<file path="src/rtl/fetch_queue_if.sv">
// rtl/fetch_queue_if.sv - instruction memory req/ack bus between fetch_queue and imem
interface fetch_queue_if #(
   parameter int XLEN = 32
);
   logic            imem_req;
   logic [XLEN-1:0] imem_addr;
   logic            imem_ack;
   logic [31:0]     imem_rdata;

   modport master (output imem_req, imem_addr, input imem_ack, imem_rdata);
   modport slave  (input imem_req, imem_addr, output imem_ack, imem_rdata);
endinterface

</file>
<file path="src/rtl/fetch_queue.sv">
// rtl/fetch_queue.sv - fetch stage with req/ack imem interface and decode FIFO
// Optional static BTFN prediction when FETCH_BTFN_EN is defined.
module fetch_queue #(
   parameter int              XLEN     = 32,
   parameter int              DEPTH    = 4,
   parameter logic [XLEN-1:0] RESET_PC = '0
) (
   input  logic            CLK,
   input  logic            RESET,
   fetch_queue_if.master   imem,
   input  logic            redirect,
   input  logic [XLEN-1:0] redirect_pc,
   input  logic            stallD,
   output logic [31:0]     insD,
   output logic [XLEN-1:0] PCD,
   output logic [XLEN-1:0] PCPlus4D,
   output logic            validD,
   output logic            predD
);
   localparam int AW = $clog2(DEPTH);
   localparam int CW = AW + 1;
   localparam logic [31:0] NOP = 32'h00000013;

   typedef enum logic [1:0] {IDLE, REQ, DRAIN} state_t;

   state_t          state;
   logic            req_q;
   logic [XLEN-1:0] pc;
   logic [XLEN-1:0] drain_addr;
   logic [CW-1:0]   count;
   logic [CW-1:0]   count_after;
   logic [AW-1:0]   wr_ptr;
   logic [AW-1:0]   rd_ptr;
   logic            push;
   logic            pop;
   logic [XLEN-1:0] next_pc;

   logic [31:0]     ins_mem [DEPTH];
   logic [XLEN-1:0] pc_mem  [DEPTH];

   assign push        = (state == REQ) && imem.imem_ack && !redirect;
   assign pop         = validD && !stallD;
   assign count_after = count + CW'(push) - CW'(pop);
   assign validD      = (count != '0);

   // During DRAIN the bus must keep showing the abandoned address until its ack.
   assign imem.imem_req  = req_q;
   assign imem.imem_addr = (state == DRAIN) ? drain_addr : pc;

   assign insD     = validD ? ins_mem[rd_ptr] : NOP;
   assign PCD      = validD ? pc_mem[rd_ptr] : '0;
   assign PCPlus4D = validD ? pc_mem[rd_ptr] + XLEN'(4) : '0;

`ifdef FETCH_BTFN_EN
   logic [20:0]    j_imm;
   logic [12:0]    b_imm;
   logic           pred_in;
   logic [DEPTH-1:0] pred_mem;

   assign j_imm = {imem.imem_rdata[31], imem.imem_rdata[19:12], imem.imem_rdata[20],
                   imem.imem_rdata[30:21], 1'b0};
   assign b_imm = {imem.imem_rdata[31], imem.imem_rdata[7], imem.imem_rdata[30:25],
                   imem.imem_rdata[11:8], 1'b0};

   always_comb begin
      next_pc = pc + XLEN'(4);
      pred_in = 1'b0;
      if (imem.imem_rdata[6:0] == 7'b1101111) begin
         next_pc = pc + {{(XLEN-21){j_imm[20]}}, j_imm};
         pred_in = 1'b1;
      end else if (imem.imem_rdata[6:0] == 7'b1100011 && imem.imem_rdata[31]) begin
         next_pc = pc + {{(XLEN-13){b_imm[12]}}, b_imm};
         pred_in = 1'b1;
      end
   end

   always_ff @(posedge CLK) begin
      if (push) pred_mem[wr_ptr] <= pred_in;
   end

   assign predD = validD & pred_mem[rd_ptr];
`else
   assign next_pc = pc + XLEN'(4);
   assign predD   = 1'b0;
`endif

   always_ff @(posedge CLK) begin
      if (push) begin
         ins_mem[wr_ptr] <= imem.imem_rdata;
         pc_mem[wr_ptr]  <= pc;
      end
   end

   always_ff @(posedge CLK) begin
      if (RESET) begin
         state      <= IDLE;
         req_q      <= 1'b0;
         pc         <= RESET_PC;
         drain_addr <= RESET_PC;
         count      <= '0;
         wr_ptr     <= '0;
         rd_ptr     <= '0;
      end else begin
         // A redirect flushes the queue regardless of any same-cycle push or pop.
         if (redirect) begin
            count  <= '0;
            wr_ptr <= '0;
            rd_ptr <= '0;
         end else begin
            count <= count_after;
            if (push) wr_ptr <= wr_ptr + AW'(1);
            if (pop)  rd_ptr <= rd_ptr + AW'(1);
         end

         case (state)
            IDLE: begin
               if (redirect) begin
                  pc <= redirect_pc;
               end else if (count < CW'(DEPTH)) begin
                  state <= REQ;
                  req_q <= 1'b1;
               end
            end
            REQ: begin
               if (imem.imem_ack) begin
                  if (redirect) begin
                     pc    <= redirect_pc;
                     state <= IDLE;
                     req_q <= 1'b0;
                  end else begin
                     pc <= next_pc;
                     if (count_after >= CW'(DEPTH)) begin
                        state <= IDLE;
                        req_q <= 1'b0;
                     end
                  end
               end else if (redirect) begin
                  drain_addr <= pc;
                  pc         <= redirect_pc;
                  state      <= DRAIN;
               end
            end
            DRAIN: begin
               if (redirect) pc <= redirect_pc;
               if (imem.imem_ack) begin
                  state <= IDLE;
                  req_q <= 1'b0;
               end
            end
            default: begin
               state <= IDLE;
               req_q <= 1'b0;
            end
         endcase
      end
   end
endmodule

</file>
<file path="src/flat_wrapper.sv">
// flat-port wrapper written by rule: the top's interface ports become plain ports
module fetch_queue_flat 
#(
   parameter int              XLEN     = 32,
   parameter int              DEPTH    = 4,
   parameter logic [XLEN-1:0] RESET_PC = '0
)
  (CLK, RESET, redirect, redirect_pc, stallD, insD, PCD, PCPlus4D, validD, predD, imem_imem_req, imem_imem_addr, imem_imem_ack, imem_imem_rdata);
  fetch_queue_if #(.XLEN(XLEN)) imem_i ();
  input  logic CLK;
  input  logic RESET;
  input  logic redirect;
  input  logic [XLEN-1:0] redirect_pc;
  input  logic stallD;
  output logic [31:0] insD;
  output logic [XLEN-1:0] PCD;
  output logic [XLEN-1:0] PCPlus4D;
  output logic validD;
  output logic predD;
  output wire logic [$bits(imem_i.imem_req)-1:0] imem_imem_req;
  output wire logic [$bits(imem_i.imem_addr)-1:0] imem_imem_addr;
  input wire logic [$bits(imem_i.imem_ack)-1:0] imem_imem_ack;
  input wire logic [$bits(imem_i.imem_rdata)-1:0] imem_imem_rdata;
  assign imem_imem_req = imem_i.imem_req;
  assign imem_imem_addr = imem_i.imem_addr;
  assign imem_i.imem_ack = imem_imem_ack;
  assign imem_i.imem_rdata = imem_imem_rdata;
  fetch_queue #(.XLEN(XLEN), .DEPTH(DEPTH), .RESET_PC(RESET_PC)) u_core (.CLK(CLK), .RESET(RESET), .imem(imem_i), .redirect(redirect), .redirect_pc(redirect_pc), .stallD(stallD), .insD(insD), .PCD(PCD), .PCPlus4D(PCPlus4D), .validD(validD), .predD(predD));
endmodule
</file>
<file path="config.mk">
export PLATFORM = sky130hd
export DESIGN_NAME = fetch_queue_flat
export DESIGN_NICKNAME = d
export VERILOG_FILES = /design/src/rtl/fetch_queue_if.sv /design/src/rtl/fetch_queue.sv /design/src/flat_wrapper.sv
export SDC_FILE = /design/constraint.sdc
export NUM_CORES = 1
export LEC_CHECK = 0
export CORE_MARGIN = 5
export CORE_UTILIZATION = 46
export CTS_BUF_LIST = sky130_fd_sc_hd__clkbuf_8
export DETAILED_ROUTE_END_ITERATION = 16
export PLACE_DENSITY = 0.67
export SLEW_MARGIN = 40
export SYNTH_ARGS = -nofsm -noshare
export SYNTH_HDL_FRONTEND = slang
export SYNTH_SLANG_ARGS = --single-unit
export TNS_END_PERCENT = 50
</file>
<file path="constraint.sdc">
create_clock -name CLK -period 4.6 [get_ports CLK]
set_input_delay 1.15 -clock CLK [delete_from_list [all_inputs] [get_ports CLK]]
set_output_delay 1.15 -clock CLK [all_outputs]
set_load 0.05 [all_outputs]
</file>
### Yosys cells after proc, flatten, opt, wreduce, memory -nomap -nowiden

Memory sizes are Yosys's and may differ from the RTL's. A register that Yosys moved wholly into a read port is not among the register bits.
Index checks and enable logic that the tools add are counted.

* add/sub/neg operators: 6
* multiply operators: 0
* div/mod/pow operators: 0
* magnitude comparators: 2
* eq/ne operators: 8
* shift operators: 0
* multiplexer cells: 29
* bitwise operators: 1
* reductions and logical operators: 13

Operator list (number)
* $mux 32: 7
* $add 32x3->32 const B: 2
* $pmux 32 s2: 1
* $mux 2: 11
* $reduce_and 5->1: 2
* $mux 1: 8
* $ne 2x2->1 const B: 3
* $ne 3x3->1 const B: 2
* $pmux 2 s3: 1
* $add 2x1->2 const B: 2
* $reduce_or 2->1: 2
* $add 3x1->3: 1
* $ge 3x3->1 const B: 1
* $logic_and 1x1->1: 3
* $lt 3x3->1 const B: 1
* $pmux 1 s3: 1
* $reduce_and 3->1: 1
* $reduce_bool 3->1: 1
* $sub 3x1->3: 1
* $eq 2x1->1 const B: 1
* $eq 2x2->1 const B: 1
* $logic_not 1->1: 2
* $logic_not 2->1: 1
* $ne 2x1->1 const B: 1
* other kinds (2): 2

* flip-flop bits (word level): 74
* latch bits: 0
* memory bits (writable): 256
* memory bits (read-only): 0
* input port bits: 69
* output and inout port bits: 131
* logic and storage cells: 68
* memories: 2

Memories
* u_core.ins_mem: words 4, width 32, rd ports 1, clocked after memory_dff 1, write ports 1, line fetch_queue.sv:38 `logic [31:0] ins_mem [DEPTH];`
* u_core.pc_mem: words 4, width 32, rd ports 1, clocked after memory_dff 1, write ports 1, line fetch_queue.sv:39 `logic [XLEN-1:0] pc_mem [DEPTH];`

### Longest topological paths before layout

Gate-level depths: netlist (run 1).

* depth in word-level cells: 10
* gate-level depth with buffers: 12
* gate-level depth less buffers: 12

### Worst setup path before layout (run 1)

OpenSTA, ideal clock, no wires.

* path kind: reg2out
* start: register (tool-made name)
* end: output port PCPlus4D[24]
* arrival time: 2.779 ns
* required time: 3.450 ns
* setup slack: 0.671 ns
* stages on the path, launching flop included: 9
* path buffers: 2
* cells stage by stage: dfxtp_1 > buf_6 > buf_12 > mux4_2 > ha_1 > nand3_1 > or3_1 > or4_1 > a21oi_1

RTL lines
* to (decl): line flat_wrapper.sv:17 `output logic [XLEN-1:0] PCPlus4D;`

==> key figures, run 1 <==
Status
  • Result of the run: completed

Finish
  • Nets: 1391
  • Syn-to-layout area delta: 23.5%
  • Final non-filler cell total: around 1800
  • Ant diodes: 0
  • Final core utilization: 58.0%
  • Design Area, Final: 0.0184 mm²
  • Layout filler cell count: 2552
  • Share of cells above drive strength 1: between 15 and 20%

Routing
  • DRT Pass-1 Iters: 8
  • Met1 Routed Length: roughly 17000 µm
  • Total Wirelength: 38000 µm
  • DR WL/cell: roughly 22 µm
  • Via count: 10200
  • DRC errors left: 0
  • Via density: 5.82
  • Top Layer Used: met5
  • Met3 wire length: roughly 3600 µm
  • Final ANT Viol Nets: 0
  • Length of routed met2 wiring: 16700 µm
  • DRT iter0 DRCs: 1143

Place
  • HPWL after DPL: 25300 µm
  • Placed instance count: 1661
  • Port buffer count: 198
  • Placed inst area: 0.0174 mm²
  • GP Congestion: 0.874

Timing
  • Setup TNS: 0 ns
  • Slew @ Worst Pin: slightly above 0.8 ns
  • Slew margin rel.: between 40% and 50%
  • Highest Clock Rate: around 0.23 GHz
  • Min Tclk post-route: 4.42 ns
  • Final hold viol count: 0
  • Final number of max-transition violations: 0
  • Unrepaired setup endpoints after global routing: no
  • Setup skew after layout: 0.0362 ns
  • Fin crit share: between 90% and 100%
  • Final setup violation count: 0

Pwr
  • Comb pwr share: 11.3%
  • Static Leakage: 6.14 nW
  • Internal power: 4.71 mW
  • Max VDD drop: 195 µV
  • Clk pwr share: 36.0%
  • Seq pwr share: 52.8%
  • NetSw: 1.64 mW
  • Power Total: 6.35 mW
  • Sw Share: 25.8%
  • Power density over the cells: 345 mW/mm²

Yosys
  • Mapped cell area: 0.0149 mm²
  • Most frequent cell after synthesis: edfxtp_1
  • Ys flop type: edfxtp_1
  • Yosys warning total: 0
  • Yosys reg bits: between 300 and 400
  • Cell taking the most area after synthesis: edfxtp_1
  • Synth cell count leaders: edfxtp_1, nand2_1, dfxtp_1
  • Syn_area_per_cell: 13.5 µm²
  • Syn_nets: ~1200
  • Register area share after synthesis: approximately three fifths
  • Post-synth EDFFs: between 200 and 300
  • Synth async-reset ratio: 0%
  • Post-synth cell types: 69
  • Top cells by area, synth: edfxtp_1, dfxtp_1, mux4_2
  • Post-synth top area share: 51.7%
  • Syn Inst Count: 1106

Clocking
  • Worst skew pair latency: 0.59 ns
  • Post-CTS setup buffers: 0
  • Clock buffer count from CTS: 52
  • CTS tree: built
  • CTS root buf: clkbuf_8
  • Maximum buffer depth of the clock tree: 3
  • H-tree Lvls: 2
  • Clock transition at path regs: 0.06 ns
  • Sink Count: roughly 330

Global routing
  • GR Overflow Total: 0
  • Vias in the first global route: between 10000 and 15000
  • GRT Total Usage: 20.6%
  • Initial antenna violation count: 1
  • Pin count of the biggest net entering global routing: 65
  • First-pass GRT wire length: 58600 µm

Worst setup path
  • Highest net fanout along the worst path: 30
  • Setup CP Type: flop to output port
  • CP startpoint kind: flop
  • Worst EP required: 3.45 ns
  • Crit path capture type: output port
  • Crit path DAT: 3.27 ns

Floorplanning
  • I/O Pins: 200
  • Initial Utilization: 46.9%
  • Die ar.: 0.0361 mm²
  • FP Rows: between 60 and 70
  • Die outline width: around 190 µm
  • Die Y: roughly 190 µm
  • Core area: 0.0317 mm²

Run
  • Total of max-cap violations: 0

Worst hold path
  • Hold Crit Class: flop to flop
worst paths after layout:
check | from | endpoint | slack (ns) | depth (start not counted)
max | flop | PCPlus4D[23] | 0.18 | 7
min | u_core.drain_addr[14] | u_core.drain_addr[14] | 0.45 | 2
max reg2reg | u_core.count[2] | u_core.imem.imem_req | 1.51 | 13
min reg2reg | u_core.drain_addr[14] | u_core.drain_addr[14] | 0.45 | 2
cells in the final DEF (no fill, tap or decap), drive strengths merged, types with 4 or more instances in the layout:
cell type      count
nor3              16
or2                6
and4               6
clkdlybuf4s50    171
and2              70
clkbuf            54
a31oi              8
o221ai             6
nand2b            10
nand2            117
nand4             18
clkinv            17
or4               11
ha                 8
nand3             27
dfxtp             76
nor2              55
and3              14
o31ai             12
o31a               4
edfxtp           256
xor2               7
o211ai             6
a21o               6
xnor2              9
inv               41
mux2              31
o21ai             31
o21a               4
nor4              19
a22oi              8
buf               54
or3                6
a21oi             71
mux4              64
per-stage QoR:
stage	hold slack, ns	setup WS [ns]
4_1_cts	0.455	0.0181
3_5_place_dp	0.447	0.639
5_1_grt	0.471	0.0356
2_1_floorplan	0.433	0.671
3_3_place_gp	0.439	0.669
6_report	0.454	0.179
cell type report:
| cell class | count | area [µm²] | share of cell area (%) |
|---|---|---|---|
| inverter | 18 | 67.6 | 0.368 |
| clock buffer | 54 | 743 | 4.04 |
| timing repair buffer | 226 | 2360 | 12.8 |
| sequential | 332 | 9220 | 50.1 |
| clock inverter | 43 | 230 | 1.25 |
| multi-input combinational | 683 | 5270 | 28.6 |
| tap | 402 | 503 | 2.74 |
cell families after synthesis:
logic type               share of synthesized area [%]
buffers and inverters                             2.97
AND/OR/NAND/NOR                                   13.4
other                                           0.0252
XOR/XNOR                                         0.942
multiplexers                                      12.6
AO/OA/AOI/OAI                                     7.36
flip-flops                                        61.9
adder cells (fa/ha/maj)                          0.807
registers in the layout, summed over array words and instances, names as in the netlist, named ones only:
| signal | flops |
|---|---|
| u_core.ins_mem | 128 |
| u_core.pc_mem | 128 |
| u_core.drain_addr | 32 |
| u_core.pc | 32 |
| u_core.count | 3 |
| u_core.rd_ptr | 2 |
| u_core.state | 2 |
| u_core.wr_ptr | 2 |
| u_core.imem.imem_req | 1 |
what timing repair did:
action / 4_1_cts / 5_1_grt
hold buffers: 0 / 0
gates resized for setup: 0 / 5
endpoints found under the hold margin: 0 / 0
setup endpoints to repair: 0 / 10
worst max-delay path: stages, from the launching register on:
cell,delay (ns)
dfxtp_4,0.45
buf_12,0.28
mux4_1,0.38
and4_4,0.29
nand4_4,0.24
or4_1,0.53
a21oi_1,0.32
buf_12,0.18
power groups by stage:
| stage | logic (mW) | registers, mW | clock network, mW |
|---|---|---|---|
| after floorplan | 0.439 | 3.38 | 0 |
| after global placement | 0.707 | 3.41 | 0 |
| after detailed placement | 0.713 | 3.41 | 0 |
| after CTS | 0.715 | 3.35 | 2.34 |
| after global routing | 0.754 | 3.35 | 2.49 |
| final | 0.714 | 3.35 | 2.28 |
routing by layer:
layer	GRT usage, %	up-vias
met5	0	-
met4	4.37	2
met3	4.48	76
met2	31.2	519
met1	30.8	4987
li1	-	4656
No activity file was read; power rests on OpenSTA's default activity.
==> run 2: changes to the inputs <==
--- a/config.mk
+++ b/config.mk
@@ -8,6 +8,7 @@
 export CORE_MARGIN = 5
 export CORE_UTILIZATION = 46
 export CTS_BUF_LIST = sky130_fd_sc_hd__clkbuf_8
+export CTS_CLUSTER_DIAMETER = 40
 export DETAILED_ROUTE_END_ITERATION = 16
 export PLACE_DENSITY = 0.67
 export SLEW_MARGIN = 40
==> run 2 against run 1 <==
Net effect:
- clock-buffer cell count is 4 higher
- core utilization is 0.15 points higher
- largest power group unchanged
- setup slack improved by 0.0010 ns
- first-iteration DRC count fell by 1.7%
- critical endpoint unchanged
- critical path depth unchanged
- largest cell class unchanged
==> key figures, run 2 (synthesis results as in run 1) <==
Status
  • Result of the run: completed (unchanged)

Clocking
  • Clock buffer count from CTS: 54 (was 52)
  • Worst skew pair latency: 0.59 ns (about the same)
  • CTS tree: built (unchanged)
  • H-tree Lvls: 2 (unchanged)
  • CTS root buf: clkbuf_8 (unchanged)
  • Clock transition at path regs: 0.06 ns (about the same)
  • Maximum buffer depth of the clock tree: 3 (unchanged)
  • Sink Count: 332 (unchanged)

Worst setup path
  • Setup CP Type: flop to output port (unchanged)
  • CP startpoint kind: flop (unchanged)
  • Worst r2r path cells: 13 (unchanged)
  • Cell repeated most along the worst path: buf_12 (unchanged)
  • Worst path slowest cell: or4_1 (unchanged)
  • Critical-path cell list: buf_12 -> mux4_1 -> and4_4 -> nand4_4 -> or4_1 -> a21oi_1 -> buf_12 (unchanged)
  • Reg2reg start: u_core.count[2] (unchanged)
  • Reg2reg end: u_core.imem.imem_req (unchanged)
  • Crit-path max cell delay: 0.53 ns (about the same)
  • Worst Setup EP: PCPlus4D[23] (unchanged)
  • Highest net fanout along the worst path: 30 (unchanged)
  • Worst EP required: 3.45 ns (about the same)
  • R2R Setup Slk: 1.51 ns (about the same)
  • Crit path capture type: output port (unchanged)
  • Crit path DAT: 3.27 ns (about the same)

Timing
  • Fin Hold WS: 0.453 ns (was 0.454 ns)
  • Final number of max-transition violations: 0 (unchanged)
  • Fin crit share: 96.1% (about the same)
  • Slew @ Worst Pin: 0.847 ns (was 0.818 ns)
  • Final hold viol count: 0 (unchanged)
  • Highest Clock Rate: 0.226 GHz (about the same)
  • Final setup violation count: 0 (unchanged)
  • Setup skew after layout: 0.0257 ns (was 0.0362 ns)
  • Unrepaired setup endpoints after global routing: no (unchanged)
  • Slew margin rel.: 43.5% (was 45.0%)
  • Min Tclk post-route: 4.42 ns (about the same)
  • Setup TNS: 0 ns (unchanged)

Pwr
  • Static Leakage: 6.15 nW (was 6.14 nW)
  • Power Total: 6.43 mW (was 6.35 mW)
  • Internal power: 4.78 mW (was 4.71 mW)
  • Comb pwr share: 11.1% (was 11.3%)
  • Sw Share: 25.7% (was 25.8%)
  • Seq pwr share: 52.1% (was 52.8%)
  • Clk pwr share: 36.7% (was 36.0%)
  • Power density over the cells: 349 mW/mm² (was 345 mW/mm²)
  • Max VDD drop: 185 µV (was 195 µV)
  • NetSw: 1.65 mW (was 1.64 mW)

Finish
  • Largest regs: u_core.ins_mem (128), u_core.pc_mem (128) (unchanged)
  • Final non-filler cell total: 1762 (was 1758)
  • Syn-to-layout area delta: 23.8% (was 23.5%)
  • Design Area, Final: 0.0184 mm² (about the same)
  • Commonest non-fill, non-tap cells in the layout: edfxtp_1, clkdlybuf4s50_1, nand2_1, dfxtp_1, a21oi_1 (unchanged)
  • Ant diodes: 0 (unchanged)
  • Share of cells above drive strength 1: 17.1% (was 17.0%)
  • Nets: 1393 (was 1391)
  • Commonest non-fill, non-tap cell in the layout: edfxtp_1 (unchanged)

Routing
  • Via count: 10300 (was 10200)
  • Final ANT Viol Nets: 0 (unchanged)
  • DR WL/cell: 21.6 µm (about the same)
  • DRC errors left: 0 (unchanged)
  • Via density: 5.83 (was 5.82)
  • DRT iter0 DRCs: 1124 (was 1143)
  • Total Wirelength: 38100 µm (was 38000 µm)
  • DRT Pass-1 Iters: 5 (was 8)

Place
  • HPWL after DPL: 25300 µm (unchanged)
  • GP Congestion: 0.874 (unchanged)
  • Placed inst area: 0.0174 mm² (unchanged)
  • Placed instance count: 1661 (unchanged)
  • Port buffer count: 198 (unchanged)

Floorplanning
  • FP Rows: 65 (unchanged)
  • Die outline width: 190 µm (unchanged)
  • Die Y: 190 µm (unchanged)
  • Initial Utilization: 46.9% (unchanged)
  • Die ar.: 0.0361 mm² (unchanged)
  • I/O Pins: 200 (unchanged)
  • Core area: 0.0317 mm² (unchanged)

Worst hold path
  • Hold Crit Class: flop to flop (unchanged)

Global routing
  • Initial antenna violation count: 1 (unchanged)
  • First-pass GRT wire length: 58700 µm (was 58600 µm)
  • Vias in the first global route: 10100 (about the same)
  • GRT Total Usage: 20.6% (about the same)
  • Pin count of the biggest net entering global routing: 65 (unchanged)
  • GR Overflow Total: 0 (unchanged)

Run
  • Total of max-cap violations: 0 (unchanged)
[run 2: critical path: cells and delay by family, from the launching register on]
kind                   cells  cell delay [ns]
flip-flops                 1             0.46
AO/OA/AOI/OAI              1             0.31
AND/OR/NAND/NOR            3             1.07
multiplexers               1             0.38
buffers and inverters      2             0.46
[run 2: metal layers]
metal / up-vias / wire length [µm] / track usage [%]
met2: 529 / 17000 / 31.2
met1: 5028 / 17000 / 30.8
met5: - / 13 / 0
met4: 2 / 527 / 4.65
met3: 52 / 3540 / 4.70
li1: 4664 / - / -
[run 2: metrics by stage]
stage | utilization [%] | worst slack, ns
after floorplan | - | 0.671
after global placement | 54.8 | 0.669
after detailed placement | 54.8 | 0.639
after CTS | 58.1 | 0.0650
after global routing | 58.1 | 0.0100
final | 58.1 | 0.180
[run 2: power by group through the flow]
stage / logic [mW] / clock network (mW) / registers [mW]
5_1_grt: 0.754 / 2.58 / 3.36
3_3_place_gp: 0.707 / 0 / 3.41
3_5_place_dp: 0.713 / 0 / 3.41
6_report: 0.714 / 2.36 / 3.35
4_1_cts: 0.715 / 2.43 / 3.35
2_1_floorplan: 0.439 / 0 / 3.38
[run 2: worst min path at each step]
| stage | to | from | depth (start not counted) |
|---|---|---|---|
| 2_1_floorplan | u_core.drain_addr[0] | u_core.drain_addr[0] | 2 |
| 3_3_place_gp | u_core.drain_addr[14] | u_core.drain_addr[14] | 2 |
| 3_5_place_dp | u_core.drain_addr[3] | u_core.drain_addr[3] | 2 |
| 4_1_cts | u_core.drain_addr[11] | u_core.drain_addr[11] | 2 |
| 5_1_grt | u_core.drain_addr[31] | u_core.drain_addr[31] | 2 |
| 6_report | u_core.drain_addr[30] | u_core.drain_addr[30] | 2 |
[run 2: final cells by class]
class                      instances  area (µm²)
fill                            2559       13300
sequential                       332        9220
multi-input combinational        683        5270
timing repair buffer             226        2360
clock buffer                      58         798
tap                              402         503
clock inverter                    43         223
inverter                          18        67.6
[run 2: repair_timing]
item	4_1_cts	5_1_grt
hold buffers	0	0
endpoints found under the setup margin	3	4
setup buffers	0	0
resized for setup	2	3
==> run 3: changes to the inputs <==
--- a/config.mk
+++ b/config.mk
@@ -10,6 +10,7 @@
 export CTS_BUF_LIST = sky130_fd_sc_hd__clkbuf_8
 export CTS_CLUSTER_DIAMETER = 40
 export DETAILED_ROUTE_END_ITERATION = 16
+export GPL_ROUTABILITY_DRIVEN = 1
 export PLACE_DENSITY = 0.67
 export SLEW_MARGIN = 40
 export SYNTH_ARGS = -nofsm -noshare
==> results of run 3 <==
Final layout, timing and power as in run 2 (identical DEF).
